File: config.mk
export PLATFORM = sky130hd
export DESIGN_NAME = micro_tile_harness
export DESIGN_NICKNAME = d
export VERILOG_FILES = /design/src/rtl/micro_harness_pkg.sv /design/src/rtl/harness_misr.sv /design/src/rtl/micro_tile_harness.sv
export SDC_FILE = /design/constraint.sdc
export NUM_CORES = 1
export LEC_CHECK = 0
export BUFFER_PORTS_ARGS = -buffer_cell sky130_fd_sc_hd__buf_2
export CORE_UTILIZATION = 25
export DETAILED_ROUTE_END_ITERATION = 10
export MAX_ROUTING_LAYER = met4
export PLACE_DENSITY = 0.52
export RECOVER_POWER = 100
export SLEW_MARGIN = 20
export SYNTH_ARGS = -nofsm -noshare
export SYNTH_HDL_FRONTEND = slang
export SYNTH_SLANG_ARGS = --single-unit
File: constraint.sdc
create_clock -name clk -period 3.8 [get_ports clk]
set_input_delay 0.38 -clock clk [delete_from_list [all_inputs] [get_ports clk]]
set_output_delay 0.38 -clock clk [all_outputs]
set_load 0.02 [all_outputs]
File: src/rtl/micro_harness_pkg.sv
// Shared types and constants for the micro tile stimulus/response harness.
package micro_harness_pkg;

    typedef enum logic [2:0] {
        IDLE,
        DUT_RST,
        RUN,
        DRAIN,
        DONE
    } state_t;

    // Tap masks name the bits XORed into bit 0 of a left-shifting register.
    localparam logic [7:0]  LFSR_TAPS    = 8'hB8;    // x^8+x^6+x^5+x^4+1
    localparam logic [15:0] MISR_TAPS    = 16'hD008; // x^16+x^15+x^13+x^4+1
    localparam logic [7:0]  DEFAULT_SEED = 8'h01;

    function automatic logic [7:0] lfsr_next(input logic [7:0] v);
        return {v[6:0], ^(v & LFSR_TAPS)};
    endfunction

endpackage

File: src/rtl/harness_misr.sv
// 16-bit multiple-input signature register with synchronous clear and enable.
module harness_misr
    import micro_harness_pkg::*;
(
    input  logic        clk,
    input  logic        rst,
    input  logic        clr,
    input  logic        en,
    input  logic [7:0]  din,
    output logic [15:0] sig
);

    always_ff @(posedge clk) begin
        if (rst || clr) begin
            sig <= '0;
        end else if (en) begin
            sig <= {sig[14:0], ^(sig & MISR_TAPS)} ^ {8'h00, din};
        end
    end

endmodule

File: src/rtl/micro_tile_harness.sv
// Drives a micro tile with LFSR stimulus and folds its responses into a MISR signature.
module micro_tile_harness
    import micro_harness_pkg::*;
#(
    parameter int N_VEC_W      = 8,
    parameter int RESET_CYCLES = 4,
    parameter int LATENCY      = 1
) (
    input  logic               clk,
    input  logic               rst,
    input  logic               start,
    input  logic [7:0]         seed,
    input  logic [N_VEC_W-1:0] num_vectors,
    output logic [7:0]         dut_ui_in,
    input  logic [7:0]         dut_uo_out,
    output logic               dut_rst_n,
    output logic               busy,
    output logic               done,
    output logic [15:0]        signature
);

    localparam int TMR_W = 8;

    state_t             state, state_nxt;
    logic [7:0]         lfsr;
    logic [N_VEC_W-1:0] vec_cnt;
    logic [TMR_W-1:0]   tmr;
    logic               start_acc;
    logic               run_vld;
    logic               sample_vld;

    assign start_acc = start && (state == IDLE || state == DONE);
    assign run_vld   = (state == RUN);

    always_ff @(posedge clk) begin
        if (rst) begin
            state <= IDLE;
        end else begin
            state <= state_nxt;
        end
    end

    always_comb begin
        state_nxt = state;
        case (state)
            IDLE:    if (start) state_nxt = DUT_RST;
            DUT_RST: if (tmr == '0) state_nxt = RUN;
            RUN:     if (vec_cnt == N_VEC_W'(1)) state_nxt = (LATENCY == 0) ? DONE : DRAIN;
            DRAIN:   if (tmr == '0) state_nxt = DONE;
            DONE:    if (start) state_nxt = DUT_RST;
            default: state_nxt = IDLE;
        endcase
    end

    // A loaded count of 0 wraps on its first decrement, giving 2**N_VEC_W vectors.
    always_ff @(posedge clk) begin
        if (rst) begin
            lfsr    <= DEFAULT_SEED;
            vec_cnt <= '0;
            tmr     <= '0;
        end else if (start_acc) begin
            lfsr    <= (seed == 8'h00) ? DEFAULT_SEED : seed;
            vec_cnt <= num_vectors;
            tmr     <= TMR_W'(RESET_CYCLES - 1);
        end else begin
            case (state)
                DUT_RST: tmr <= tmr - TMR_W'(1);
                RUN: begin
                    lfsr    <= lfsr_next(lfsr);
                    vec_cnt <= vec_cnt - N_VEC_W'(1);
                    tmr     <= TMR_W'(LATENCY - 1);
                end
                DRAIN:   tmr <= tmr - TMR_W'(1);
                default: ;
            endcase
        end
    end

    generate
        if (LATENCY == 0) begin : g_comb
            assign sample_vld = run_vld;
        end else begin : g_dly
            logic [LATENCY-1:0] vld_sr;
            always_ff @(posedge clk) begin
                if (rst) begin
                    vld_sr <= '0;
                end else begin
                    vld_sr <= (vld_sr << 1) | LATENCY'(run_vld);
                end
            end
            assign sample_vld = vld_sr[LATENCY-1];
        end
    endgenerate

    assign dut_ui_in = (state == RUN) ? lfsr : '0;
    assign dut_rst_n = state inside {RUN, DRAIN, DONE};
    assign busy      = state inside {DUT_RST, RUN, DRAIN};
    assign done      = (state == DONE);

    harness_misr u_misr (
        .clk (clk),
        .rst (rst),
        .clr (start_acc),
        .en  (sample_vld),
        .din (dut_uo_out),
        .sig (signature)
    );

endmodule

==> impl_metrics.ini, run 1 <==
[global_route]
grt_max_degree = 24
grt_pass1_wl_um = 7450
track_usage_pct = 11.1
antenna_found_initial = 0
grt_pass1_vias = 1600
overflow = 0

[worst_setup_path]
path_max_fanout = 22
slowest_stage = clkbuf_1
slowest_delay_ps = 720
crit_cells = 5
crit_chain = nor3b_1, clkbuf_1, or2_0, clkbuf_1, nor2_1
critPathLaunchType = flop
endpoint_kind = flop
ff2ff_setup_slack_ps = 1500
worstSetupPathType = flop to flop
cpMostUsedCell = clkbuf_1
crit_buf_inv = 2
crit_required_ps = 3950
crit_family = buffers and inverters
r2r_cells = 5
crit_arrival_ps = 2440

[clocking]
cts_tree = built
cts_sinks = 44
post_cts_buffers = 0
cts_buffers = 5
cts_hold_buffers = 0
path_clk_slew_ps = 90
cts_max_level = 2
cts_resized = 0
cts.path.max_buffers = 2
clock-root-buffer = clkbuf_8
clk_latency_ps = 290

[placement]
port_buffers = 53
gp_congestion = 0.732
dp_worst_setup_slack_ps = 1990
hpwl_um = 3230

[run_status]
status = finished clean

[pwr]
ir_drop_mv = 0.137
p_leak_nw = 0.909
powerDensity_nw_per_um2 = 518

[yosys]
async_reset_ff_share_pct = 0
synth_edf_count = 0
syn-mean-instance-area_sq_um = 9.06
yosys_register_bits = 44
synth_nets = 260
ys_warn_count = 0
syn-cell-area_sq_um = 2080
ys.flop_type = dfxtp_1
synth_cells = 229
synthDistinctLibCells = 42
yosysSeqAreaShare_pct = 42.4

[sta]
fin_crit_sh_pct = 60.4
setup_viol = 0
drv_slew = 0
worstMarginPinSlew_ps = 975
slew-limit-headroom_pct = 35.0
finalClockSkew_ps = 7.78
period_needed_ps = 2300
worst_slack_ps = 1500
max_freq_mhz = 436
rsz0062_at_grt = no
tns_ps = 0
hold_viol = 0

[cells_and_area]
multi_input_area_sq_um = 1090
final_cell_mix = 44 x dfxtp_1, 41 x nor2_1, 34 x buf_2
regArea_sq_um = 881
fin_nets = 310
drive_gt1_share_pct = 15.7
final_common_cell = dfxtp_1
antenna_cells = 0
fillCellCount = 859
syn_to_final_growth_pct = 20.1
final_core_util_pct = 31.6

[die]
start_util_pct = 26.3
die-area_sq_um = 8670
core_area_sq_um = 7890
rows = 32
die_h_um = 93.1
ioPinCount = 54
die_w_um = 93.1

[flow_run]
maxCapViolations = 0

[worst_hold_path]
hold_path.class = input pin to flop
worstHoldPathCells = 3

[drt]
routed_wl_um = 4520
final_antenna_net_count = 0
routedWlPerCell_um = 11.8
drc = 0
dr.pass1.iters = 4
drt-vias-per-instance = 4.59
dr.first_iter.drc_count = 46
num_vias = 1754
-- final cells by class --
type                       instances  share of cell area, %
clock buffer                       5                   2.76
clock inverter                     3                   1.71
inverter                           7                   1.05
multi-input combinational        165                   43.9
sequential                        44                   35.3
tap                              102                   5.12
timing repair buffer              56                   10.1
-- cells in the mapped netlist (2+ instances only) --
cell | n | share of area (%)
nor2_1 | 41 | 7.4
or4_1 | 4 | 1.4
or3_1 | 4 | 1.2
nor3b_1 | 5 | 1.8
nand2_1 | 6 | 1.1
o211ai_1 | 3 | 1.1
o21ai_0 | 3 | 0.72
a211oi_1 | 11 | 4.0
ha_1 | 4 | 2.4
inv_1 | 7 | 1.3
a21oi_1 | 10 | 2.4
o21a_1 | 2 | 0.72
clkbuf_1 | 9 | 1.6
dfxtp_1 | 44 | 42
and2_1 | 8 | 2.4
a221oi_1 | 10 | 4.2
nor4_1 | 4 | 1.2
nor3_1 | 5 | 1.2
xnor2_1 | 14 | 5.9
mux2i_1 | 9 | 4.3
o311ai_0 | 2 | 0.84
xor2_1 | 4 | 1.7
-- power breakdown --
part,leakage (nW),internal (mW),total (mW),switching [mW]
logic,0.496,0.154,0.351,0.197
registers,0.359,0.520,0.585,0.0653
clock network,0.0541,0.195,0.356,0.162
total,0.909,0.868,1.29,0.423
-- through the flow --
step	instance area, sq um	hold slack [ps]	total power, mW	cells
floorplan	2080	442	0.873	229
global placement	2430	472	0.968	374
detailed placement	2430	482	0.968	374
CTS	2540	316	1.33	382
global route	2490	351	1.38	382
finish	2490	324	1.29	382
-- registers in the layout, indices dropped and copies added (netlist names) --
name / flops
g_dly.vld_sr: 1
lfsr: 8
state: 3
tmr: 8
u_misr.sig: 16
vec_cnt: 8
-- tightest hold or removal path: stages --
cell	delay [ps]
buf_2	100
nand2_1	40
a21oi_1	50
-- per-layer routing --
layer	GRT usage (%)	share of wire [%]	vias up
met4	3.46	1.1	0
met3	3.25	4.5	4
met5	-	0	-
met2	17.2	44	27
li1	-	-	916
met1	13.9	51	807
-- cells by family after synthesis --
logic type | after synthesis | share of synthesized area [%]
fa+ha+maj | 4 | 2.41
compound gates | 44 | 15.4
buf+inv | 20 | 4.10
simple gates | 88 | 22.1
flops | 44 | 42.4
mux | 10 | 4.88
xor+xnor | 19 | 8.68
-- path summary, 6_finish.rpt --
kind	from	end
max	state[0]	u_misr.sig[8]
min	num_vectors[1]	vec_cnt[1]
max reg2reg	state[0]	u_misr.sig[8]
min reg2reg	lfsr[0]	lfsr[0]
(Power assumes the default switching activity.)
==> inputs of run 2 (changes only) <==
- PLACE_DENSITY: 0.52 -> 0.53
- clock period: 3.8 -> 2.06 ns (I/O delays scaled with it)
==> run 2 against run 1 <==
Effect of this change: wire length up 2.6%; design area grew 0.25%; clock skew decreased by 1.0 ps; core utilization grew 0.079 points; combinational power rose by 95%; power grew 79%; sequential power increased by 81%; non-clock buffer count increased by 2; largest power group unchanged.
==> impl_metrics.ini, run 2 (synthesis gave the netlist of run 1 again) <==
[drt]
routed-wl-met2_um = 2110
drc = 0
dr.first_iter.drc_count = 80
wl_met1_um = 2340
dr.max_layer_used = met4
drt-vias-per-instance = 4.60
routed_wl_um = 4630
met3RoutedLength_um = 126
routedWlPerCell_um = 12.1
dr.pass1.iters = 4
final_antenna_net_count = 0
num_vias = 1767

[pwr]
p_total_mw = 2.32
p_leak_nw = 0.922
swShare_pct = 34.2
p_int_mw = 1.52
p_clk_share_pct = 24.6
ir_drop_mv = 0.262
powerDensity_nw_per_um2 = 927
pwr-share-seq_pct = 45.9
power.net_switching_mw = 0.793
pwr-share-comb_pct = 29.5

[die]
start_util_pct = 26.3
die_w_um = 93.1
core_area_sq_um = 7890
die-area_sq_um = 8670
ioPinCount = 54
rows = 32
die_h_um = 93.1

[sta]
rsz0062_at_grt = no
slew-limit-headroom_pct = 56.7
fin_crit_sh_pct = 88.9
holdWs_ps = 152
setup_viol = 0
hold_viol = 0
finalClockSkew_ps = 6.75
tns_ps = 0
worstMarginPinSlew_ps = 647
drv_slew = 0
max_freq_mhz = 546
period_needed_ps = 1830

[global_route]
grt_pass1_vias = 1670
overflow = 0
antenna_found_initial = 0
track_usage_pct = 11.6
grt_max_degree = 24
grt_pass1_wl_um = 7820

[worst_setup_path]
r2r_cells = 4
crit_required_ps = 1850
slowest_delay_ps = 400
slowest_stage = dfxtp_1
critPathLaunchType = flop
worstSetupPathType = flop to primary output
endpoint_kind = primary output
crit_chain = nor3b_1, buf_4, and2_1, clkbuf_1
crit_arrival_ps = 1620
path_max_fanout = 11

[clocking]
cts_buffers = 5
post_cts_buffers = 0
cts_max_level = 2
cts_hold_buffers = 0
path_clk_slew_ps = 80
cts_tree = built
clock-root-buffer = clkbuf_8
cts.path.max_buffers = 2
cts_sinks = 44
clk_latency_ps = 300
cts_resized = 0

[worst_hold_path]
hold_path.class = input pin to flop
worstHoldPathCells = 3

[cells_and_area]
drive_gt1_share_pct = 17.0
top_register = u_misr.sig
antenna_cells = 0
fin_nets = 312
final_cell_mix = 44 x dfxtp_1, 41 x nor2_1, 28 x buf_2
final_core_util_pct = 31.7
syn_to_final_growth_pct = 20.4
largest_reg_flops = 16
final_common_cell = dfxtp_1

[placement]
hpwl_um = 3310
gp_congestion = 0.753
port_buffers = 53

[run_status]
status = finished clean

[flow_run]
maxCapViolations = 0
## run 2: changes by cell type in the layout (fill, tap and decap cells not counted), sizes merged
cell and change:
clkbuf +6, buf -3, bufinv -1, clkinv +1
clkinvlp -1
## run 2: area by class of cell
| class | instances | area [sq um] |
|---|---|---|
| Clock buffer | 6 | 82.6 |
| Fill cell | 846 | 5390 |
| Multi-Input combinational cell | 165 | 1100 |
| Clock inverter | 2 | 10.0 |
| Tap cell | 102 | 128 |
| Inverter | 7 | 26.3 |
| Sequential cell | 44 | 881 |
| Timing Repair Buffer | 58 | 270 |
## run 2: metrics by stage
step | cells | setup slack (ps) | cell area (sq um)
after floorplan | 229 | 400 | 2080
after detailed placement | 376 | 269 | 2450
after global placement | 376 | 304 | 2450
after global routing | 384 | 46.1 | 2500
final | 384 | 229 | 2500
after CTS | 384 | 239 | 2540
## run 2: power groups by stage
| stage | Clock [mW] | Sequential [mW] | Combinational [mW] |
|---|---|---|---|
| CTS | 0.594 | 1.06 | 0.720 |
| detailed placement | 0 | 1.08 | 0.716 |
| finish | 0.569 | 1.06 | 0.683 |
| floorplan | 0 | 1.06 | 0.551 |
| global placement | 0 | 1.08 | 0.714 |
| global route | 0.635 | 1.08 | 0.782 |
## run 2: metal layers
layer  up-vias  GRT usage (%)
met4         0           3.85
li1        918              -
met3         4           2.36
met5         -              -
met2        26           17.6
met1       819           15.4
## run 2: critical path, delay by kind of cell (launching register included)
kind	cells	cell delay, ps
flops	1	400
buf+inv	2	460
simple gates	2	460
## run 2: path summary, 6_finish.rpt
kind	slack, ps	from	end
worst min register to register	510	lfsr[0]	lfsr[0]
worst min-delay path	150	num_vectors[1]	vec_cnt[1]
worst max-delay path	230	state[0]	dut_ui_in[3]
worst max register to register	260	state[0]	vec_cnt[4]
